### config.mk
export PLATFORM = sky130hd
export DESIGN_NAME = mem_port_arbiter_flat
export DESIGN_NICKNAME = d
export VERILOG_FILES = /design/src/rtl/mem_port_arbiter_if.sv /design/src/rtl/mem_port_arbiter.sv /design/src/flat_wrapper.sv
export SDC_FILE = /design/constraint.sdc
export NUM_CORES = 1
export LEC_CHECK = 0
export CORE_UTILIZATION = 35
export DETAILED_ROUTE_END_ITERATION = 12
export PLACE_DENSITY = 0.76
export SLEW_MARGIN = 20
export SYNTH_ARGS = -nofsm -noshare
export SYNTH_HDL_FRONTEND = slang
export SYNTH_SLANG_ARGS = --single-unit
### constraint.sdc
create_clock -name clk -period 1.5 [get_ports clk]
set_input_delay 0.225 -clock clk [delete_from_list [all_inputs] [get_ports clk]]
set_output_delay 0.225 -clock clk [all_outputs]
set_load 0.01 [all_outputs]
### src/rtl/mem_port_arbiter_if.sv
// Shared memory-port bundle: IF fetch port, MEM load/store port and
// the single downstream memory handshake.
interface mem_port_arbiter_if #(
  parameter int ADDR_WIDTH = 32,
  parameter int DATA_WIDTH = 32
);
  logic                  if_req;
  logic [ADDR_WIDTH-1:0] if_addr;
  logic [DATA_WIDTH-1:0] if_rdata;
  logic                  if_ack;
  logic                  if_stall;

  logic                  dm_req;
  logic                  dm_we;
  logic [ADDR_WIDTH-1:0] dm_addr;
  logic [DATA_WIDTH-1:0] dm_wdata;
  logic [DATA_WIDTH-1:0] dm_rdata;
  logic                  dm_ack;
  logic                  dm_stall;

  logic                  mem_req;
  logic                  mem_we;
  logic [ADDR_WIDTH-1:0] mem_addr;
  logic [DATA_WIDTH-1:0] mem_wdata;
  logic [DATA_WIDTH-1:0] mem_rdata;
  logic                  mem_ready;

  modport slave (
    input  if_req, if_addr,
    input  dm_req, dm_we, dm_addr, dm_wdata,
    input  mem_rdata, mem_ready,
    output if_rdata, if_ack, if_stall,
    output dm_rdata, dm_ack, dm_stall,
    output mem_req, mem_we, mem_addr, mem_wdata
  );

  modport master (
    output if_req, if_addr,
    output dm_req, dm_we, dm_addr, dm_wdata,
    output mem_rdata, mem_ready,
    input  if_rdata, if_ack, if_stall,
    input  dm_rdata, dm_ack, dm_stall,
    input  mem_req, mem_we, mem_addr, mem_wdata
  );
endinterface

### src/rtl/mem_port_arbiter.sv
// Single-port memory arbiter for IF fetch and MEM load/store.
// ARB_RR_EN: alternate grants under contention instead of dm-first.
module mem_port_arbiter #(
  parameter int ADDR_WIDTH = 32,
  parameter int DATA_WIDTH = 32
) (
  input logic               clk,
  input logic               reset,
  mem_port_arbiter_if.slave bus
);

  typedef enum logic [1:0] {
    IDLE,
    IF_BUSY,
    DM_BUSY
  } state_t;

  state_t state;
  state_t stateNext;

  logic                  ifElig;
  logic                  dmElig;
  logic                  pickDm;
  logic                  grantIf;
  logic                  grantDm;
  logic                  ifDone;
  logic                  dmDone;

  logic                  ifAck;
  logic                  dmAck;
  logic [DATA_WIDTH-1:0] ifRdata;
  logic [DATA_WIDTH-1:0] dmRdata;
  logic                  memWe;
  logic [ADDR_WIDTH-1:0] memAddr;
  logic [DATA_WIDTH-1:0] memWdata;

`ifdef ARB_RR_EN
  logic                  lastGrantDm;
`endif

  // A requester whose ack is high is retiring; its req is stale.
  assign ifElig = bus.if_req & ~ifAck;
  assign dmElig = bus.dm_req & ~dmAck;

`ifdef ARB_RR_EN
  assign pickDm = dmElig & (~ifElig | ~lastGrantDm);
`else
  assign pickDm = dmElig;
`endif

  always_comb begin
    stateNext = state;
    grantIf   = 1'b0;
    grantDm   = 1'b0;
    ifDone    = 1'b0;
    dmDone    = 1'b0;
    unique case (state)
      IDLE: begin
        if (pickDm) begin
          grantDm   = 1'b1;
          stateNext = DM_BUSY;
        end else if (ifElig) begin
          grantIf   = 1'b1;
          stateNext = IF_BUSY;
        end
      end
      IF_BUSY: begin
        if (bus.mem_ready) begin
          ifDone    = 1'b1;
          stateNext = IDLE;
        end
      end
      DM_BUSY: begin
        if (bus.mem_ready) begin
          dmDone    = 1'b1;
          stateNext = IDLE;
        end
      end
      default: stateNext = IDLE;
    endcase
  end

  always_ff @(posedge clk) begin
    if (!reset) begin
      state <= IDLE;
      ifAck <= 1'b0;
      dmAck <= 1'b0;
    end else begin
      state <= stateNext;
      ifAck <= ifDone;
      dmAck <= dmDone;
    end
  end

  always_ff @(posedge clk) begin
    if (!reset) begin
      memWe    <= 1'b0;
      memAddr  <= '0;
      memWdata <= '0;
    end else if (grantDm) begin
      memWe    <= bus.dm_we;
      memAddr  <= bus.dm_addr;
      memWdata <= bus.dm_wdata;
    end else if (grantIf) begin
      memWe    <= 1'b0;
      memAddr  <= bus.if_addr;
      memWdata <= '0;
    end
  end

  // Stores complete without touching the load-data register.
  always_ff @(posedge clk) begin
    if (!reset) begin
      ifRdata <= '0;
      dmRdata <= '0;
    end else begin
      if (ifDone)
        ifRdata <= bus.mem_rdata;
      if (dmDone && !memWe)
        dmRdata <= bus.mem_rdata;
    end
  end

`ifdef ARB_RR_EN
  always_ff @(posedge clk) begin
    if (!reset)
      lastGrantDm <= 1'b0;
    else if (grantDm)
      lastGrantDm <= 1'b1;
    else if (grantIf)
      lastGrantDm <= 1'b0;
  end
`endif

  assign bus.mem_req   = (state != IDLE);
  assign bus.mem_we    = memWe;
  assign bus.mem_addr  = memAddr;
  assign bus.mem_wdata = memWdata;

  assign bus.if_ack    = ifAck;
  assign bus.if_rdata  = ifRdata;
  assign bus.if_stall  = bus.if_req & ~ifAck;

  assign bus.dm_ack    = dmAck;
  assign bus.dm_rdata  = dmRdata;
  assign bus.dm_stall  = bus.dm_req & ~dmAck;

endmodule
### src/flat_wrapper.sv
// flat-port wrapper written by rule: the top's interface ports become plain ports
module mem_port_arbiter_flat 
#(
  parameter int ADDR_WIDTH = 32,
  parameter int DATA_WIDTH = 32
)
  (clk, reset, bus_if_req, bus_if_addr, bus_dm_req, bus_dm_we, bus_dm_addr, bus_dm_wdata, bus_mem_rdata, bus_mem_ready, bus_if_rdata, bus_if_ack, bus_if_stall, bus_dm_rdata, bus_dm_ack, bus_dm_stall, bus_mem_req, bus_mem_we, bus_mem_addr, bus_mem_wdata);
  mem_port_arbiter_if #(.ADDR_WIDTH(ADDR_WIDTH), .DATA_WIDTH(DATA_WIDTH)) bus_i ();
  input logic clk;
  input logic reset;
  input wire logic [$bits(bus_i.if_req)-1:0] bus_if_req;
  input wire logic [$bits(bus_i.if_addr)-1:0] bus_if_addr;
  input wire logic [$bits(bus_i.dm_req)-1:0] bus_dm_req;
  input wire logic [$bits(bus_i.dm_we)-1:0] bus_dm_we;
  input wire logic [$bits(bus_i.dm_addr)-1:0] bus_dm_addr;
  input wire logic [$bits(bus_i.dm_wdata)-1:0] bus_dm_wdata;
  input wire logic [$bits(bus_i.mem_rdata)-1:0] bus_mem_rdata;
  input wire logic [$bits(bus_i.mem_ready)-1:0] bus_mem_ready;
  output wire logic [$bits(bus_i.if_rdata)-1:0] bus_if_rdata;
  output wire logic [$bits(bus_i.if_ack)-1:0] bus_if_ack;
  output wire logic [$bits(bus_i.if_stall)-1:0] bus_if_stall;
  output wire logic [$bits(bus_i.dm_rdata)-1:0] bus_dm_rdata;
  output wire logic [$bits(bus_i.dm_ack)-1:0] bus_dm_ack;
  output wire logic [$bits(bus_i.dm_stall)-1:0] bus_dm_stall;
  output wire logic [$bits(bus_i.mem_req)-1:0] bus_mem_req;
  output wire logic [$bits(bus_i.mem_we)-1:0] bus_mem_we;
  output wire logic [$bits(bus_i.mem_addr)-1:0] bus_mem_addr;
  output wire logic [$bits(bus_i.mem_wdata)-1:0] bus_mem_wdata;
  assign bus_i.if_req = bus_if_req;
  assign bus_i.if_addr = bus_if_addr;
  assign bus_i.dm_req = bus_dm_req;
  assign bus_i.dm_we = bus_dm_we;
  assign bus_i.dm_addr = bus_dm_addr;
  assign bus_i.dm_wdata = bus_dm_wdata;
  assign bus_i.mem_rdata = bus_mem_rdata;
  assign bus_i.mem_ready = bus_mem_ready;
  assign bus_if_rdata = bus_i.if_rdata;
  assign bus_if_ack = bus_i.if_ack;
  assign bus_if_stall = bus_i.if_stall;
  assign bus_dm_rdata = bus_i.dm_rdata;
  assign bus_dm_ack = bus_i.dm_ack;
  assign bus_dm_stall = bus_i.dm_stall;
  assign bus_mem_req = bus_i.mem_req;
  assign bus_mem_we = bus_i.mem_we;
  assign bus_mem_addr = bus_i.mem_addr;
  assign bus_mem_wdata = bus_i.mem_wdata;
  mem_port_arbiter #(.ADDR_WIDTH(ADDR_WIDTH), .DATA_WIDTH(DATA_WIDTH)) u_core (.clk(clk), .reset(reset), .bus(bus_i));
endmodule
==> impl_metrics.csv <==
group,metric,value,unit
outcome,status,"completed",
global_routing,grt_use_total,21.48,%
sta,fmax,702.4,MHz
worst_setup_path,crit_required,1.79,ns
pwr,pwr-share-clk,41.2,%
placement,numPortBuffers,267,
layout,drive_above_1_share,8.458,%
synthesis,yosysSeqAreaShare,53.90,%
cts,cts_setup_buffers,0,
sta,setup_viol,0,
worst_setup_path,cp_slowest_cell,"dfxtp_2",
floorplan,dieArea,0.01459,sq mm
pwr,swShare,24.87,%
pwr,internal_power,7384,uW
layout,num_antenna_cells,0,
synthesis,synthTopCellsByArea,"dfxtp_1 54%, nand2_1 12%, a21oi_1 6.7%",
synthesis,synth_cells,530,
route,drc,0,
sta,rsz0062_at_grt,"false",
placement,dp_hpwl,11230,um
hold_path,worstHoldPathType,"input port to register",
floorplan,rows,43,
placement,place_congestion,0.7847,
route,vias,4844,
synthesis,synthTopCellsByCount,"162 x nand2_1, 133 x dfxtp_1, 66 x a21oi_1",
sta,hold_viol,0,
cts,cts.root.buffer_cell,"clkbuf_16",
route,wl_met2,8220,um
layout,area_growth,67.65,%
worst_setup_path,startpoint_type,"register",
global_routing,grt_pass1_vias,4877,
synthesis,ys_warn_count,0,
synthesis,synth.most_common_cell,"nand2_1",
worst_setup_path,path_cells,"inv_2 -> ha_4 -> buf_4 -> and4b_2 -> a32oi_1 -> o21ai_1",
cts,numCtsBuffers,17,
worst_setup_path,slowest_delay,0.35,ns
route,antenna_left,0,
sta,skew,0.007287,ns
cts,cts_buffer_depth,2,
sta,slew_headroom,66.64,%
worst_setup_path,critPathKind,"register to register",
global_routing,grt_max_degree,45,
cts,tritoncts,"built",
cts,cts.sinks,133,
layout,final_area,0.008282,sq mm
worst_setup_path,crit_family,"flip-flops",
route,viasPerCell,4.923,
global_routing,antenna_found_initial,0,
pwr,p_leak,0.003666,uW
synthesis,syn-num-nets,667,
synthesis,synth_top_cell_area_share,53.90,%
cts,hold_buffers,0,
cts,clock_latency,0.40,ns
synthesis,synth-seq-cells,133,
route,drt_pass1_iterations,4,
route,wl_met3,1370,um
route,top_layer_used,"met4",
pwr,pwr-share-comb,18.6,%
sta,min_period,1.424,ns
synthesis,synthDistinctLibCells,36,
worst_setup_path,crit_fanout,6,
floorplan,ioPinCount,268,
synthesis,synth_edf_count,0,
layout,final_nets,930,
cts,cts.htree.levels,4,
global_routing,grt_pass1_wl,24190,um
global_routing,grt-ovfl-total,0,
route,wl_per_cell,16.03,um
worst_setup_path,critical_path.endpoint_type,"register",
pwr,peakVddDrop,1.084,mV
worst_setup_path,cp.arrival,1.71,ns
cts,clkSlewWorstSetupHoldPaths,0.06,ns
pwr,p_switching,2444,uW
floorplan,start_util,35.73,%
sta,tightest_slew,0.4985,ns
route,met1_length,5948,um
job,maxCapViolCount,0,
floorplan,die-width,120.8,um
synthesis,synth_top_area_cell,"dfxtp_1",
route,drt_wl_total,15780,um
synthesis,postSynthAreaPerCell,9.320,sq um
pwr,power_density,1187,mW/mm^2
sta,min_period_over_period,94.91,%
synthesis,synthArstFlopShare,0,%
sta,maxSlewViolCount,0,
pwr,seqPwrFrac,40.1,%
route,drt_iter0_drc,268,
synthesis,synth_ff_type,"dfxtp_1",
synthesis,syn_area,0.004940,sq mm
sta,timing.hold.ws,0.3673,ns
worst_setup_path,path_buf_inv,2,
floorplan,core_area,0.01383,sq mm
floorplan,die_h,120.8,um
placement,placed_area,0.007848,sq mm
==> worst paths after layout <==
kind / end / startpoint / slack (ns) / cells past startpoint
setup / recovery: u_core.bus.mem_addr[28] / u_core.state[1] / 0.08 / 6
hold / removal: u_core.bus.mem_addr[29] / reset / 0.37 / 4
setup reg to reg: u_core.bus.mem_addr[28] / u_core.state[1] / 0.08 / 6
hold reg to reg: u_core.bus.mem_addr[30] / u_core.bus.mem_addr[30] / 0.44 / 2
==> worst register-to-register path, stage by stage, from the launching register on <==
cell and delay (ns):
dfxtp_2 0.35, inv_2 0.06, ha_4 0.17, buf_4 0.17, and4b_2 0.26, a32oi_1 0.21
o21ai_1 0.09
==> cell families (layout without fill, tap and decap cells) <==
| kind of cell | count (synthesis) | count (layout) | share of synthesized area [%] |
|---|---|---|---|
| and+or+nand+nor | 176 | 176 | 14.41 |
| AOI/OAI and AO/OA | 138 | 139 | 18.95 |
| DFF | 133 | 133 | 53.90 |
| buffers and inverters | 51 | 324 | 6.104 |
| muxes | 29 | 29 | 5.876 |
| adders and majority gates | 3 | 3 | 0.7600 |
==> state kept, by name, summed over array words and instances (netlist names) <==
name                  count
u_core.bus.mem_addr      32
u_core.state              2
u_core.bus.mem_we         1
u_core.bus.dm_rdata      32
u_core.bus.if_ack         1
u_core.bus.if_rdata      32
u_core.bus.mem_wdata     32
u_core.bus.dm_ack         1
==> power groups by stage <==
stage	registers [uW]	logic [uW]	clock network, uW
floorplan	4130	731	0
global placement	4010	1940	0
detailed placement	4030	1980	0
CTS	3940	1840	4150
global route	3980	1970	4320
finish	3950	1830	4050
==> final cells by class <==
cell class | count | area (sq um)
Fill cell | 1200 | 5545
Timing Repair Buffer | 289 | 2781
Multi-Input combinational cell | 347 | 2007
Clock inverter | 10 | 132.6
Sequential cell | 133 | 2665
Tap cell | 180 | 225.2
Inverter | 5 | 23.77
Clock buffer | 20 | 446.7
==> layer usage <==
layer / track usage [%] / vias to the layer above
met5: 0 / -
met4: 6.327 / 0
met3: 8.915 / 15
met2: 39.51 / 195
met1: 22.03 / 2262
li1: - / 2372
==> through the flow <==
| step | instances | setup TNS (ns) | worst slack (ns) | power [uW] | utilization (%) |
|---|---|---|---|---|---|
| global placement | 953 | -14.76 | -0.3455 | 5957 | 56.76 |
| global route | 984 | 0 | 0.02171 | 10270 | 59.89 |
| CTS | 984 | 0 | 0.02428 | 9933 | 59.89 |
| floorplan | 530 | 0 | 0.07497 | 4865 | - |
| detailed placement | 953 | -16.93 | -0.3716 | 6008 | 56.76 |
| finish | 984 | 0 | 0.07630 | 9829 | 59.89 |
==> placed cells by master (no fill, tap or decap), types with 2 or more instances in the layout <==
master,count
o22ai_1,29
nand2_1,162
o21ai_4,2
buf_4,13
inv_2,3
clkinv_2,5
clkbuf_16,17
buf_2,2
bufinv_16,3
buf_12,10
dfxtp_2,2
clkinv_4,2
o21ai_1,3
clkdlybuf4s50_1,132
mux2i_1,29
clkbuf_1,2
a32o_1,32
a32oi_1,3
dfxtp_1,131
dlygate4sd2_1,131
a21oi_1,66
ha_1,2
==> timing repair <==
| item | in CTS | in global routing |
|---|---|---|
| gates resized for setup | 145 | 8 |
| pin swaps | 1 | 3 |
| gates cloned | 1 | 0 |
| endpoints found under the setup margin | 167 | 14 |
Power figures use the tool's default switching activity.
==> RTL change: new RTL, config.mk and constraints unchanged <==
Encoding of `state_t`: now one-hot (3 bits for 3 states).
--- a/src/rtl/mem_port_arbiter.sv
+++ b/src/rtl/mem_port_arbiter.sv
@@ -10,8 +10,8 @@
 );
 
-  typedef enum logic [1:0] {
-    IDLE,
-    IF_BUSY,
-    DM_BUSY
+  typedef enum logic [2:0] {
+    IDLE    = 3'b001,
+    IF_BUSY = 3'b010,
+    DM_BUSY = 3'b100
   } state_t;
 
Behaviour: no difference found for any inputs over 10 cycles, from zero or initial values and one cycle with reset low; not proved beyond that.
==> RTL change against the original RTL <==
  * The flow now finishes with violations (negative setup slack)
  * Setup slack worse by 0.11 ns
  * Die area is 4.0% higher
  * Via count grew 9.8%
  * Sequential share of layout area fell by 4.1 points
  * Power is 14% higher
  * Cell area increased by 16%
  * Routed wire length rose by 18%
  * Sequential cell count is 1 higher
  * Synthesized area is 4.0% higher
  * Non-clock buffer count increased by 34
==> RTL change: results (changes against the original RTL) <==
Timing
  • Worst slew pin tran: 0.2997 ns (-0.1988 ns)
  • Post-route setup slack: -0.03482 ns (-0.1111 ns)
  • Endpoints failing setup: 20 (+20)
  • TNS Setup: -0.3144 ns (-0.3144 ns)
  • Final worst clock skew: 0.004086 ns (-0.003201 ns)

Yosys
  • Sequential cell area fraction in the yosys report: 0.5220 (-0.01697)
  • Ys async rst share: 0 (unchanged)
  • Netlist cell types: 32 (-11%)
  • Top cells by area, synth: dfxtp_1 (52%), nand2_1 (12%), a21boi_1 (8.8%)
  • Synth cell count leaders: nand2_1 (158), dfxtp_1 (134), a21oi_1 (62), a21boi_1 (60), nor2b_1 (35)

Finish
  • Final nets: 1020 (+9.7%)
  • Layout cells sized above 1: 0.1969 (+0.1123)
  • # fillers: 1169 (-2.6%)

Outcome
  • Outcome: finished with violations
  • Failing checks: negative setup slack

Global routing
  • GRT Total Usage: 0.2271 (+0.01239)
  • Global-route wire length before repair: 26160 um (+8.2%)
  • Number of global-route vias before repair: 5145 (+5.5%)
  • Largest net degree at the start of global routing: 68 (+51%)

Power
  • Max VDD drop: 0.0007397 V (-32%)
  • Leakage: 4.136 nW (+13%)

Route
  • Final WL: 18670 um (+18%)
  • Initial drt markers: 227 (-15%)

Critical path
  • Worst EP arrival: 1.84 ns (+0.13 ns)
  • CP max-delay cell: dfxtp_4

Placement
  • RD Place Congestion: 0.8042 (+2.5%)
  • HPWL after detailed placement: 11510 um (+2.5%)
[RTL change: final timing paths]
check / to / from / slack (ns) / cells after the start
setup / recovery: u_core.bus.mem_wdata[4]$_SDFFE_PN0P_ / u_core.state[2]$_SDFFE_PN0P_ / -0.03 / 8
hold / removal: u_core.bus.if_rdata[25]$_SDFFE_PN0P_ / reset / 0.14 / 2
setup reg to reg: u_core.bus.mem_wdata[4]$_SDFFE_PN0P_ / u_core.state[2]$_SDFFE_PN0P_ / -0.03 / 8
hold reg to reg: u_core.bus.if_rdata[5]$_SDFFE_PN0P_ / u_core.bus.if_rdata[5]$_SDFFE_PN0P_ / 0.45 / 2
[RTL change: cells by family after synthesis]
group / count (synthesis) / share of synthesized area
AND/OR/NAND/NOR: 208 / 0.1838
AO/OA/AOI/OAI: 198 / 0.2454
flip-flops: 134 / 0.5220
buffers and inverters: 52 / 0.04699
XOR/XNOR: 1 / 0.001705
[RTL change: repair_timing]
item,4_1_cts,5_1_grt
pin swaps,17,47
endpoints found under the setup margin,196,82
gates cloned,3,12
hold buffers,0,0
resized for setup,162,90
buffers inserted,2,9
[RTL change: area by class of cell]
class / count / area [um2] / area share
clock buffers: 20 / 466.7 / 0.04863
flip-flops and latches: 134 / 2694 / 0.2807
well taps: 180 / 225.2 / 0.02347
inverters: 3 / 13.76 / 0.001434
multi-input cells: 407 / 2575 / 0.2683
repair buffers: 323 / 3376 / 0.3518
clock inverters: 12 / 246.5 / 0.02568
[RTL change: layer usage]
metal | track usage | vias up | wire [um]
li1 | - | 2599 | -
met1 | 0.2573 | 2489 | 7479
met2 | 0.3942 | 202 | 9487
met3 | 0.07149 | 27 | 1328
met4 | 0.09111 | 0 | 374
met5 | 0 | - | 0
[RTL change: metrics by stage]
stage                     cells  worst slack, ns    util  hold WS, ns  cell area (um2)
after floorplan             593         -0.01742       -       0.3591             5139
after global placement     1021          -0.2866  0.5811       0.4396             8192
after detailed placement   1021          -0.3215  0.5811       0.4448             8192
after CTS                  1058         -0.02437  0.6306       0.1201             8889
after global routing       1079          -0.1093  0.6808       0.1306             9597
final                      1079         -0.03482  0.6808       0.1414             9597
[RTL change: power breakdown]
group          switching, mW  internal (mW)  total, mW
clock                   1.57           3.42       4.99
sequential             0.125           3.78       3.91
combinational           1.06           1.29       2.35
